--- src/rtl/freq_divider_prog.sv ---
// Programmable integer clock divider.
// Produces a registered divided waveform (ClkOut) and a period-start pulse
// (Tick). Divide ratio and high time are double-buffered: a load lands in a
// shadow register and only becomes active at a period boundary or while the
// divider is idle, so a running output never sees a truncated period.

module freq_divider_prog #(
  parameter int unsigned WIDTH       = 32,
  parameter int unsigned DEFAULT_DIV = 2
) (
  input  logic             Clk,
  input  logic             Reset,
  input  logic             Enable,
  input  logic             ConfigDiv,
  input  logic [WIDTH-1:0] DivIn,
  input  logic [WIDTH-1:0] HighIn,
  output logic             ClkOut,
  output logic             Tick,
  output logic             CfgPending
);

  localparam logic [WIDTH-1:0] DEF_DIV = WIDTH'(DEFAULT_DIV);
  localparam logic [WIDTH-1:0] ONE     = {{(WIDTH-1){1'b0}}, 1'b1};
  localparam logic [WIDTH-1:0] ZERO    = '0;

  typedef enum logic {
    IDLE = 1'b0,
    RUN  = 1'b1
  } state_t;

  state_t state;
  state_t state_next;

  // Shadow (requested) and active (in-use) configuration.
  logic [WIDTH-1:0] shadow_div;
  logic [WIDTH-1:0] shadow_high;
  logic [WIDTH-1:0] act_div;
  logic [WIDTH-1:0] act_high;

  // Period counter and its next value.
  logic [WIDTH-1:0] cnt;
  logic [WIDTH-1:0] cnt_next;

  // Effective (sanitised) divide ratio / high time derived from active config.
  logic [WIDTH-1:0] div_eff;
  logic [WIDTH-1:0] high_eff;
  logic [WIDTH-1:0] last_cnt;
  logic [WIDTH-1:0] half_up;

  logic wrap;
  logic transfer;
  logic clk_out_next;
  logic tick_next;

  // Sanitise the active config: N=0 behaves as N=1, H=0 means ceil(N/2),
  // and an oversized H is clamped so the output always has a low phase.
  always_comb begin
    div_eff  = (act_div == ZERO) ? ONE : act_div;
    last_cnt = div_eff - ONE;
    half_up  = (div_eff >> 1) + {{(WIDTH-1){1'b0}}, div_eff[0]};
    if (div_eff == ONE) begin
      high_eff = ONE;
    end else if (act_high == ZERO) begin
      high_eff = half_up;
    end else if (act_high > last_cnt) begin
      high_eff = last_cnt;
    end else begin
      high_eff = act_high;
    end
  end

  // Wrap marks the last cycle of a period; transfers happen there or whenever idle.
  always_comb begin
    wrap     = Enable && (cnt == last_cnt);
    transfer = !Enable || wrap;
  end

  // State register: IDLE while disabled, RUN while enabled.
  always_ff @(posedge Clk or posedge Reset) begin
    if (Reset) begin
      state <= IDLE;
    end else begin
      state <= state_next;
    end
  end

  // Next-state logic: Enable alone decides; stopping is immediate.
  always_comb begin
    state_next = state;
    case (state)
      IDLE:    if (Enable)  state_next = RUN;
      RUN:     if (!Enable) state_next = IDLE;
      default: state_next = IDLE;
    endcase
  end

  // Output logic: next counter value and next registered ClkOut/Tick.
  always_comb begin
    cnt_next     = ZERO;
    clk_out_next = 1'b0;
    tick_next    = 1'b0;
    case (state)
      IDLE: begin
        if (Enable) begin
          cnt_next     = ZERO;
          clk_out_next = 1'b1;
          tick_next    = 1'b1;
        end
      end
      RUN: begin
        if (Enable) begin
          cnt_next     = wrap ? ZERO : (cnt + ONE);
          tick_next    = (cnt_next == ZERO);
          clk_out_next = (cnt_next < high_eff);
        end
      end
      default: begin
        cnt_next     = ZERO;
        clk_out_next = 1'b0;
        tick_next    = 1'b0;
      end
    endcase
  end

  // Register the counter and the visible outputs.
  always_ff @(posedge Clk or posedge Reset) begin
    if (Reset) begin
      cnt    <= ZERO;
      ClkOut <= 1'b0;
      Tick   <= 1'b0;
    end else begin
      cnt    <= cnt_next;
      ClkOut <= clk_out_next;
      Tick   <= tick_next;
    end
  end

  // Capture a requested config into the shadow registers on a load strobe.
  always_ff @(posedge Clk or posedge Reset) begin
    if (Reset) begin
      shadow_div  <= DEF_DIV;
      shadow_high <= ZERO;
    end else if (ConfigDiv) begin
      shadow_div  <= DivIn;
      shadow_high <= HighIn;
    end
  end

  // Move shadow to active at a safe point; the old shadow is what transfers.
  always_ff @(posedge Clk or posedge Reset) begin
    if (Reset) begin
      act_div  <= DEF_DIV;
      act_high <= ZERO;
    end else if (transfer) begin
      act_div  <= shadow_div;
      act_high <= shadow_high;
    end
  end

  // Pending flag: a new load wins over a simultaneous transfer.
  always_ff @(posedge Clk or posedge Reset) begin
    if (Reset) begin
      CfgPending <= 1'b0;
    end else if (ConfigDiv) begin
      CfgPending <= 1'b1;
    end else if (transfer) begin
      CfgPending <= 1'b0;
    end
  end

endmodule
--- config.mk ---
export PLATFORM = sky130hd
export DESIGN_NAME = freq_divider_prog
export DESIGN_NICKNAME = d
export VERILOG_FILES = /design/src/rtl/freq_divider_prog.sv
export SDC_FILE = /design/constraint.sdc
export NUM_CORES = 1
export LEC_CHECK = 0
export ABC_CLOCK_PERIOD_IN_PS = 7660
export BUFFER_PORTS_ARGS = -buffer_cell sky130_fd_sc_hd__buf_2
export CORE_MARGIN = 10
export CORE_UTILIZATION = 60
export DETAILED_ROUTE_END_ITERATION = 6
export PLACE_DENSITY = 0.79
export SYNTH_ARGS = -nofsm -noshare
export SYNTH_HDL_FRONTEND = slang
export SYNTH_SLANG_ARGS = --single-unit
--- constraint.sdc ---
create_clock -name Clk -period 7.66 [get_ports Clk]
set_input_delay 0.383 -clock Clk [delete_from_list [all_inputs] [get_ports Clk]]
set_output_delay 0.383 -clock Clk [all_outputs]
set_load 0.05 [all_outputs]
==> impl_metrics.csv, run 1 <==
group,metric,value,unit
sta,hold_violations,0,
cts,h-tree-depth,4,
synth,ys_warn_count,0,
sta,fmax,140,MHz
placed_design,post-place-ws,0.386,ns
synth,synthArstFlopShare,1.00,
cells_and_area,area_growth,12.0,%
power_and_ir_drop,seqPwrFrac,0.372,
detailed_routing,routed_via_density,6.53,
grt,grt_pass1_vias,10500,
sta,rsz0062_at_grt,"false",
sta,worstMarginPinSlew,1.18,ns
setup_path,start_kind,"flip-flop",
cells_and_area,fin_nets,1492,
sta,setup_tns,0,ns
job,maxCapViolations,0,
setup_path,critical_path.top_delay_family,"simple AND/OR/NAND/NOR gates",
cells_and_area,insertedDiodeCount,0,
hold_path,worst_hold_path_type,"in -> async",
setup_path,critPathKind,"reg -> reg",
sta,period_share,0.934,
grt,grt_pass1_wl,60700,um
setup_path,critPathArrivalTime,7.48,ns
floorplan,io_pins,71,
setup_path,slowest_stage,"or4_1",
synth,netlist.area_leader.share,0.335,
power_and_ir_drop,ir_drop,0.000159,V
detailed_routing,remaining_drc_errors,0,
synth,ys_types,70,
cts,clkTransAtPathRegs,0.08,ns
power_and_ir_drop,p_int,1.78,mW
synth,synth_edf_count,0,
floorplan,die_h,162,um
cts,clock_sinks,164,
synth,synth_fp_nets,1433,
cts,cts_buffers,17,
detailed_routing,num_vias,10700,
synth,synth_flop_cell,"dfrtp_1",
grt,grt_max_degree,90,
grt,grt_overflow,0,
sta,fin_ws,0.505,ns
power_and_ir_drop,totalPowerFinal,2.79,mW
grt,antenna_found_initial,0,
power_and_ir_drop,p_leak,5.91,nW
synth,synth_area_leaders,"dfrtp_1 34%, mux2_2 9.6%, ha_1 7.0%",
setup_path,crit_required,7.98,ns
cts,clock_latency,0.45,ns
setup_path,cp.buffers_inverters,2,
placed_design,place_hpwl,30400,um
outcome,status,"completed",
sta,finalMaxSlewViolations,0,
cells_and_area,drive_gt1_frac,0.237,
synth,synth_commonest_cells,"162 x dfrtp_1, 103 x mux2_2, 90 x nor2_1",
floorplan,die_area,26200,sq um
power_and_ir_drop,swShare,0.364,
sta,finalSetupViolCount,0,
setup_path,crit_fanout,13,
sta,relSlewSlack,0.214,
synth,syn_area,12100,sq um
grt,grt_usage,0.296,
cts,cts_root_buffer,"clkbuf_16",
cells_and_area,fillers,1598,
detailed_routing,wirelength,39000,um
power_and_ir_drop,combPwrFrac,0.310,
placed_design,port-buffer-count,70,
synth,ys_seq_area_frac,0.339,
cts,cts_buffer_depth,2,
sta,period_needed,7.15,ns
detailed_routing,wl_per_cell,23.8,um
synth,synth_top_cell_by_area,"dfrtp_1",
setup_path,cp_slowest_stage_delay,0.70,ns
setup_path,critPathCaptureType,"flip-flop",
setup_path,cp_common_cell,"ha_1",
power_and_ir_drop,total_switching_power,1.02,mW
power_and_ir_drop,clockPowerShare,0.318,
placed_design,place_congestion,1.02,
cts,cts_tree,"yes",
synth,synth_cells,1297,
floorplan,coreArea,19700,sq um
detailed_routing,drt-initial-drc-count,1412,
synth,synth_most_common_cell,"dfrtp_1",
synth,ys_ff_latch,164,
power_and_ir_drop,p_per_area,206,nW/um^2
detailed_routing,drtAntennaViolNets,0,
synth,syn_area_per_cell,9.33,sq um
floorplan,fp.dieW,162,um
detailed_routing,firstDrtPassIters,6,
sta,fin_hold_ws,0.0862,ns
floorplan,initial_core_util,0.616,
sta,skew,0.0160,ns
floorplan,rows,51,
## worst register-to-register path: cells and delay by family (launching register included)
family / cells / cell delay (ns)
AO/OA/AOI/OAI: 14 / 2.37
XOR/XNOR: 1 / 0.25
adder cells (fa/ha/maj): 3 / 0.89
buffers and inverters: 2 / 0.44
flip-flops: 1 / 0.37
multiplexers: 1 / 0.12
AND/OR/NAND/NOR: 10 / 2.60
## stage by stage
stage | instances | utilization | instance area (sq um)
finish | 1634 | 0.689 | 13500
detailed placement | 1602 | 0.657 | 12900
CTS | 1634 | 0.687 | 13500
global route | 1634 | 0.689 | 13500
global placement | 1602 | 0.657 | 12900
floorplan | 1297 | - | 12100
## cell usage in the layout, fill, tap and decap left out, types with 42 or more instances in the layout
cell,instances
a21oi_1,65
buf_2,70
buf_4,66
dfrtp_1,161
ha_1,68
inv_1,52
mux2_2,103
nand2_1,53
nand3_1,42
nand4_1,42
nor2_1,88
nor3_1,61
o21ai_0,52
xnor2_1,65
## power groups by stage
stage | logic [mW] | registers, mW | clock network [mW]
after floorplan | 0.576 | 1.02 | 0
after global placement | 0.818 | 1.05 | 0
after detailed placement | 0.835 | 1.05 | 0
after CTS | 0.839 | 1.04 | 0.890
after global routing | 0.934 | 1.05 | 0.929
final | 0.866 | 1.04 | 0.889
## cell families after synthesis
group,share of synthesized area
compound gates,0.117
xor+xnor,0.0754
flops,0.339
fa+ha+maj,0.0703
mux,0.158
simple gates,0.190
buf+inv,0.0496
## sequential cells by signal, indices dropped and copies added (netlist names)
register     flops
state            1
Tick             1
CfgPending       1
ClkOut           1
cnt             32
act_high        32
shadow_high     32
shadow_div      32
act_div         32
## layer usage
layer  routed length [um]  share of wire  GRT usage
met1                16500           0.42      0.407
met2                16600           0.43      0.434
met3                 4420           0.11     0.0779
met4                 1450          0.037      0.119
met5                    0              0          0
## final timing paths
check                            from             to  slack (ns)  depth (start not counted)
setup / recovery           act_div[8]         ClkOut        0.51                         31
hold / removal                  Reset  shadow_div[7]        0.09                          2
setup reg to reg           act_div[8]         ClkOut        0.51                         31
hold reg to reg            CfgPending     CfgPending        0.48                          1
max in group asynchronous       Reset    act_div[18]        6.16                          3
min in group Clk               Enable          state        0.15                          1
## what timing repair did
item                                    in CTS  in global routing
setup buffers                                0                  0
hold buffers                                 0                  0
endpoints found under the setup margin       0                  1
gates resized for setup                      0                  7
## cell type report
cell class	instances	area, sq um	area share
Tap cell	265	332	0.0245
Multi-Input combinational cell	984	7460	0.551
Clock inverter	14	158	0.0116
Timing Repair Buffer	136	846	0.0624
Sequential cell	164	4110	0.303
Clock buffer	18	439	0.0324
Inverter	53	204	0.0151
Note: power is estimated with default switching activity, not from simulation.
==> run 2, diff against run 1 <==
--- a/config.mk
+++ b/config.mk
@@ -7,6 +7,7 @@
 export LEC_CHECK = 0
 export ABC_CLOCK_PERIOD_IN_PS = 7660
 export BUFFER_PORTS_ARGS = -buffer_cell sky130_fd_sc_hd__buf_2
+export CORE_ASPECT_RATIO = 1.1
 export CORE_MARGIN = 10
 export CORE_UTILIZATION = 60
 export DETAILED_ROUTE_END_ITERATION = 6
==> run 2 against run 1 <==
- the run now ends with DRC left
- maximum frequency shrank 1.2%
- utilization shrank 0.74 points
- non-clock buffer count grew 3
- die area is essentially flat
- combinational power grew 3.2%
- total power grew 0.54%
- clock power shrank 1%
- routed wire length shrank 2.4%
- final area is essentially flat
- count of clock-buffer cells in the layout is the same
- first-iteration DRC count shrank 18%
- critical endpoint unchanged
==> impl_metrics.csv, run 2 (synthesis gave the netlist of run 1 again) <==
group,metric,value,unit
setup_path,r2r_cells,30,
cells_and_area,fin_nets,1495,
outcome,status,"complete, but fails checks",
grt,antenna_found_initial,0,
setup_path,r2r_start,"act_div[9]",
placed_design,port-buffer-count,70,
hold_path,worst_hold_path_type,"in -> async",
power_and_ir_drop,swShare,0.364,
grt,grt_pass1_wl,60200,um
power_and_ir_drop,clockPowerShare,0.313,
power_and_ir_drop,p_int,1.79,mW
cts,cts_root_buffer,"clkbuf_16",
cts,cts_tree,"yes",
cells_and_area,final_cell_mix,"161 x dfrtp_1, 103 x mux2_2, 87 x nor2_1",
power_and_ir_drop,combPwrFrac,0.318,
power_and_ir_drop,ir_drop,0.000174,V
grt,grt_max_degree,97,
setup_path,critPathKind,"reg -> reg",
placed_design,placedInstanceArea,12900,sq um
placed_design,place_inst,1588,
placed_design,post-place-ws,0.166,ns
cells_and_area,fin_area,13500,sq um
floorplan,initial_core_util,0.609,
grt,grt_overflow,0,
floorplan,rows,54,
setup_path,start_kind,"flip-flop",
detailed_routing,num_vias,10700,
grt,grt_pass1_vias,10500,
cts,clock_sinks,164,
placed_design,place_congestion,1.09,
job,maxCapViolations,0,
floorplan,fp.dieW,155,um
cts,clkTransAtPathRegs,0.08,ns
detailed_routing,firstDrtPassIters,7,
sta,period_needed,7.24,ns
setup_path,r2r-end,"ClkOut",
detailed_routing,wirelength,38000,um
setup_path,crit_required,8.01,ns
setup_path,critPathCaptureType,"flip-flop",
detailed_routing,drt-initial-drc-count,1156,
cts,cts_buffers,17,
cells_and_area,drive_gt1_frac,0.241,
cts,clock_latency,0.45,ns
setup_path,critPathArrivalTime,7.59,ns
setup_path,startpoint,"act_div[9]",
sta,fmax,138,MHz
detailed_routing,routed_via_density,6.61,
sta,fin_ws,0.420,ns
placed_design,place_hpwl,29400,um
grt,grt_usage,0.289,
floorplan,die_area,26300,sq um
cts,h-tree-depth,4,
power_and_ir_drop,p_per_area,207,nW/um^2
cells_and_area,final_common_cell,"dfrtp_1",
setup_path,cp_slowest_stage_delay,0.62,ns
sta,hold_violations,0,
floorplan,coreArea,19900,sq um
cells_and_area,area_growth,11.9,%
power_and_ir_drop,totalPowerFinal,2.81,mW
cts,cts_buffer_depth,2,
sta,worstMarginPinSlew,1.18,ns
sta,period_share,0.945,
setup_path,cp_common_cell,"or4_4",
cells_and_area,insertedDiodeCount,0,
sta,fin_hold_ws,0.100,ns
power_and_ir_drop,total_switching_power,1.02,mW
detailed_routing,remaining_drc_errors,3,
cells_and_area,fin_cells,1624,
sta,skew,0.0144,ns
floorplan,io_pins,71,
sta,relSlewSlack,0.203,
detailed_routing,wl_per_cell,23.4,um
outcome,violations,"DRC",
power_and_ir_drop,p_leak,5.92,nW
setup_path,crit_fanout,13,
setup_path,slowest_stage,"or4_4",
detailed_routing,drtAntennaViolNets,0,
setup_path,reg2reg_slack,0.42,ns
power_and_ir_drop,seqPwrFrac,0.368,
floorplan,die_h,169,um
sta,finalSetupViolCount,0,
sta,finalMaxSlewViolations,0,
[run 2: cell types whose count changed in the layout (fill, tap and decap cells not counted), sizes merged]
cell | before | now
inv | 61 | 60
clkinv | 6 | 7
buf | 136 | 139
[run 2: worst max-delay path, delay by kind of cell (launching register included)]
family	cells	cell delay [ns]
buf+inv	1	0.29
simple gates	10	2.43
xor+xnor	1	0.18
compound gates	14	2.50
flops	1	0.49
mux	1	0.41
fa+ha+maj	3	0.85
[run 2: cell type report]
cell class                      instances  area, sq um
Clock buffer                           18          439
Clock inverter                         14          155
Fill cell                            1547         6320
Inverter                               53          204
Multi-Input combinational cell        984         7450
Sequential cell                       164         4110
Tap cell                              252          315
Timing Repair Buffer                  139          868
[run 2: layer usage]
layer / GRT usage / vias to the layer above / share of wire
met2: 0.426 / 594 / 0.44
met4: 0.107 / 0 / 0.037
met3: 0.0634 / 100 / 0.099
met5: 0 / - / 0
met1: 0.405 / 5194 / 0.42
li1: - / 4852 / -
[run 2: metrics by stage]
step                TNS, ns  utilization
floorplan                 0            -
global placement          0        0.649
detailed placement        0        0.649
finish                    0        0.682
global route        -0.0345        0.682
CTS                       0        0.679
[run 2: power groups by stage]
stage / Combinational (mW) / Clock, mW / Sequential (mW)
2_1_floorplan: 0.576 / 0 / 1.02
3_3_place_gp: 0.825 / 0 / 1.04
3_5_place_dp: 0.842 / 0 / 1.05
4_1_cts: 0.852 / 0.885 / 1.03
5_1_grt: 0.959 / 0.918 / 1.05
6_report: 0.894 / 0.880 / 1.03
[run 2: how the worst max path moves through the flow]
stage,to,slack [ns]
after floorplan,ClkOut,0.86
after detailed placement,ClkOut,0.17
after global placement,ClkOut,0.30
after global routing,ClkOut,-0.03
after CTS,ClkOut,0.07
final,ClkOut,0.42
[run 2: what timing repair did]
action	4_1_cts	5_1_grt
gates resized for setup	0	7
setup buffers	0	4
endpoints found under the setup margin	0	1
hold buffers	0	0
==> run 3, diff against run 2 <==
--- a/config.mk
+++ b/config.mk
@@ -7,11 +7,13 @@
 export LEC_CHECK = 0
 export ABC_CLOCK_PERIOD_IN_PS = 7660
 export BUFFER_PORTS_ARGS = -buffer_cell sky130_fd_sc_hd__buf_2
+export CELL_PAD_IN_SITES_DETAIL_PLACEMENT = 0
+export CELL_PAD_IN_SITES_GLOBAL_PLACEMENT = 1
 export CORE_ASPECT_RATIO = 1.1
 export CORE_MARGIN = 10
-export CORE_UTILIZATION = 60
+export CORE_UTILIZATION = 49
 export DETAILED_ROUTE_END_ITERATION = 6
-export PLACE_DENSITY = 0.79
+export PLACE_DENSITY_LB_ADDON = 0.1
 export SYNTH_ARGS = -nofsm -noshare
 export SYNTH_HDL_FRONTEND = slang
 export SYNTH_SLANG_ARGS = --single-unit
==> run 3 against run 2 <==
- the run now ends clean
- utilization fell by 12 points
- clock power rose by 2%
- critical endpoint unchanged
- routed wire length rose by 6.7%
- hold slack got worse by 0.023 ns
- critical path type unchanged
- sequential power barely moved
- non-clock buffer count rose by 9
- sequential share of layout area fell by 0.37 points
- largest cell class unchanged
==> impl_metrics.csv, run 3 (synthesis gave the netlist of run 1 again) <==
group,metric,value,unit
outcome,status,"completed",
setup_path,start_kind,"flip-flop",
detailed_routing,remaining_drc_errors,0,
grt,grt_overflow,0,
cells_and_area,insertedDiodeCount,0,
power_and_ir_drop,totalPowerFinal,2.82,mW
cells_and_area,fin_nets,1504,
placed_design,place_hpwl,32000,um
detailed_routing,routed_via_density,6.17,
cells_and_area,final_core_util,0.562,
floorplan,io_pins,71,
setup_path,critPathCaptureType,"flip-flop",
grt,grt_max_degree,104,
sta,period_share,0.927,
cts,ctsHoldBuffers,0,
grt,grt_pass1_vias,10300,
cts,clkTransAtPathRegs,0.08,ns
power_and_ir_drop,p_per_area,206,nW/um^2
sta,relSlewSlack,0.280,
setup_path,cp_common_cell,"ha_1",
cts,cts_buffers,17,
cts,post_cts_buffers,0,
job,maxCapViolations,0,
sta,fmax,141,MHz
power_and_ir_drop,ir_drop,0.000132,V
floorplan,rows,60,
sta,finalSetupViolCount,0,
cells_and_area,fillers,2281,
floorplan,die_h,185,um
floorplan,die_area,31400,sq um
detailed_routing,firstDrtPassIters,5,
cts,cts_root_buffer,"clkbuf_16",
sta,period_needed,7.10,ns
cts,clock_sinks,164,
placed_design,place_congestion,1.01,
cells_and_area,fin_area,13700,sq um
setup_path,crit_required,8.01,ns
setup_path,critPathKind,"reg -> reg",
sta,worstMarginPinSlew,1.08,ns
cts,cts_tree,"yes",
sta,fin_hold_ws,0.0774,ns
cells_and_area,regArea,4110,sq um
setup_path,cp_slowest_stage_delay,0.59,ns
sta,skew,0.0174,ns
hold_path,worst_hold_path_type,"in -> async",
cells_and_area,final_cell_mix,"162 x dfrtp_1, 103 x mux2_2, 87 x nor2_1",
setup_path,critPathArrivalTime,7.45,ns
setup_path,critical_path.top_delay_family,"compound AO/OA/AOI/OAI gates",
placed_design,placedInstanceArea,13100,sq um
sta,setup_tns,0,ns
cells_and_area,final_common_cell,"dfrtp_1",
setup_path,crit_fanout,12,
grt,antenna_found_initial,0,
cells_and_area,drive_gt1_frac,0.244,
setup_path,reg2reg_slack,0.56,ns
floorplan,coreArea,24400,sq um
sta,finalMaxSlewViolations,0,
cells_and_area,area_growth,13.3,%
detailed_routing,wl_per_cell,24.0,um
detailed_routing,num_vias,10400,
grt,grt_usage,0.261,
cts,h-tree-depth,4,
sta,hold_violations,0,
placed_design,port-buffer-count,70,
cells_and_area,multi_input_area,7450,sq um
floorplan,initial_core_util,0.496,
floorplan,fp.dieW,170,um
detailed_routing,drtAntennaViolNets,0,
cts,clock_latency,0.45,ns
detailed_routing,drt-initial-drc-count,1265,
cts,cts_buffer_depth,2,
grt,grt_pass1_wl,62400,um
setup_path,cp.buffers_inverters,2,
detailed_routing,wirelength,40600,um
sta,rsz0062_at_grt,"false",
setup_path,slowest_stage,"or4_4",
cts,cts.repair.resized,0,
power_and_ir_drop,p_leak,5.98,nW
run 3: changes by cell type in the layout (fill, tap and decap cells not counted), sizes merged:
cell	delta
buf	+9
run 3: layout make-up:
| cell class | count | share of cell area |
|---|---|---|
| clock buffers | 18 | 0.0320 |
| clock inverters | 14 | 0.0115 |
| multi-input cells | 984 | 0.544 |
| flip-flops and latches | 164 | 0.300 |
| repair buffers | 148 | 0.0701 |
| inverters | 53 | 0.0149 |
| well taps | 310 | 0.0283 |
run 3: metrics by stage:
step                      setup slack, ns  cells
after floorplan                     0.857   1297
after global placement              0.634   1659
after CTS                           0.392   1691
after global routing                0.176   1691
final                               0.559   1691
after detailed placement            0.471   1659
run 3: worst paths after layout:
| path | startpoint | to | depth (start not counted) |
|---|---|---|---|
| hold reg to reg | CfgPending | CfgPending | 1 |
| hold / removal | Reset | shadow_high[6] | 2 |
| min in group Clk | Enable | state | 1 |
| max in group asynchronous | Reset | cnt[26] | 3 |
| setup / recovery | act_div[9] | ClkOut | 31 |
| setup reg to reg | act_div[9] | ClkOut | 31 |
run 3: report_power, final:
part | internal, mW | total, mW | switching [mW]
Sequential | 0.952 | 1.03 | 0.0774
Combinational | 0.387 | 0.892 | 0.505
Clock | 0.448 | 0.897 | 0.449
run 3: worst reg2reg max path: cells and delay by family (launching register included):
| family | cells | cell delay, ns |
|---|---|---|
| XOR/XNOR | 1 | 0.34 |
| AO/OA/AOI/OAI | 14 | 2.43 |
| buffers and inverters | 2 | 0.45 |
| multiplexers | 1 | 0.12 |
| flip-flops | 1 | 0.50 |
| AND/OR/NAND/NOR | 10 | 2.26 |
| adder cells (fa/ha/maj) | 3 | 0.92 |
run 3: metal layers:
metal | vias up | global-route usage | wire (um) | share of wire
met5 | - | 0 | 0 | 0
met3 | 65 | 0.0405 | 2760 | 0.068
met4 | 0 | 0.0917 | 1200 | 0.030
met2 | 415 | 0.395 | 17900 | 0.44
met1 | 5084 | 0.371 | 18700 | 0.46
li1 | 4877 | - | - | -
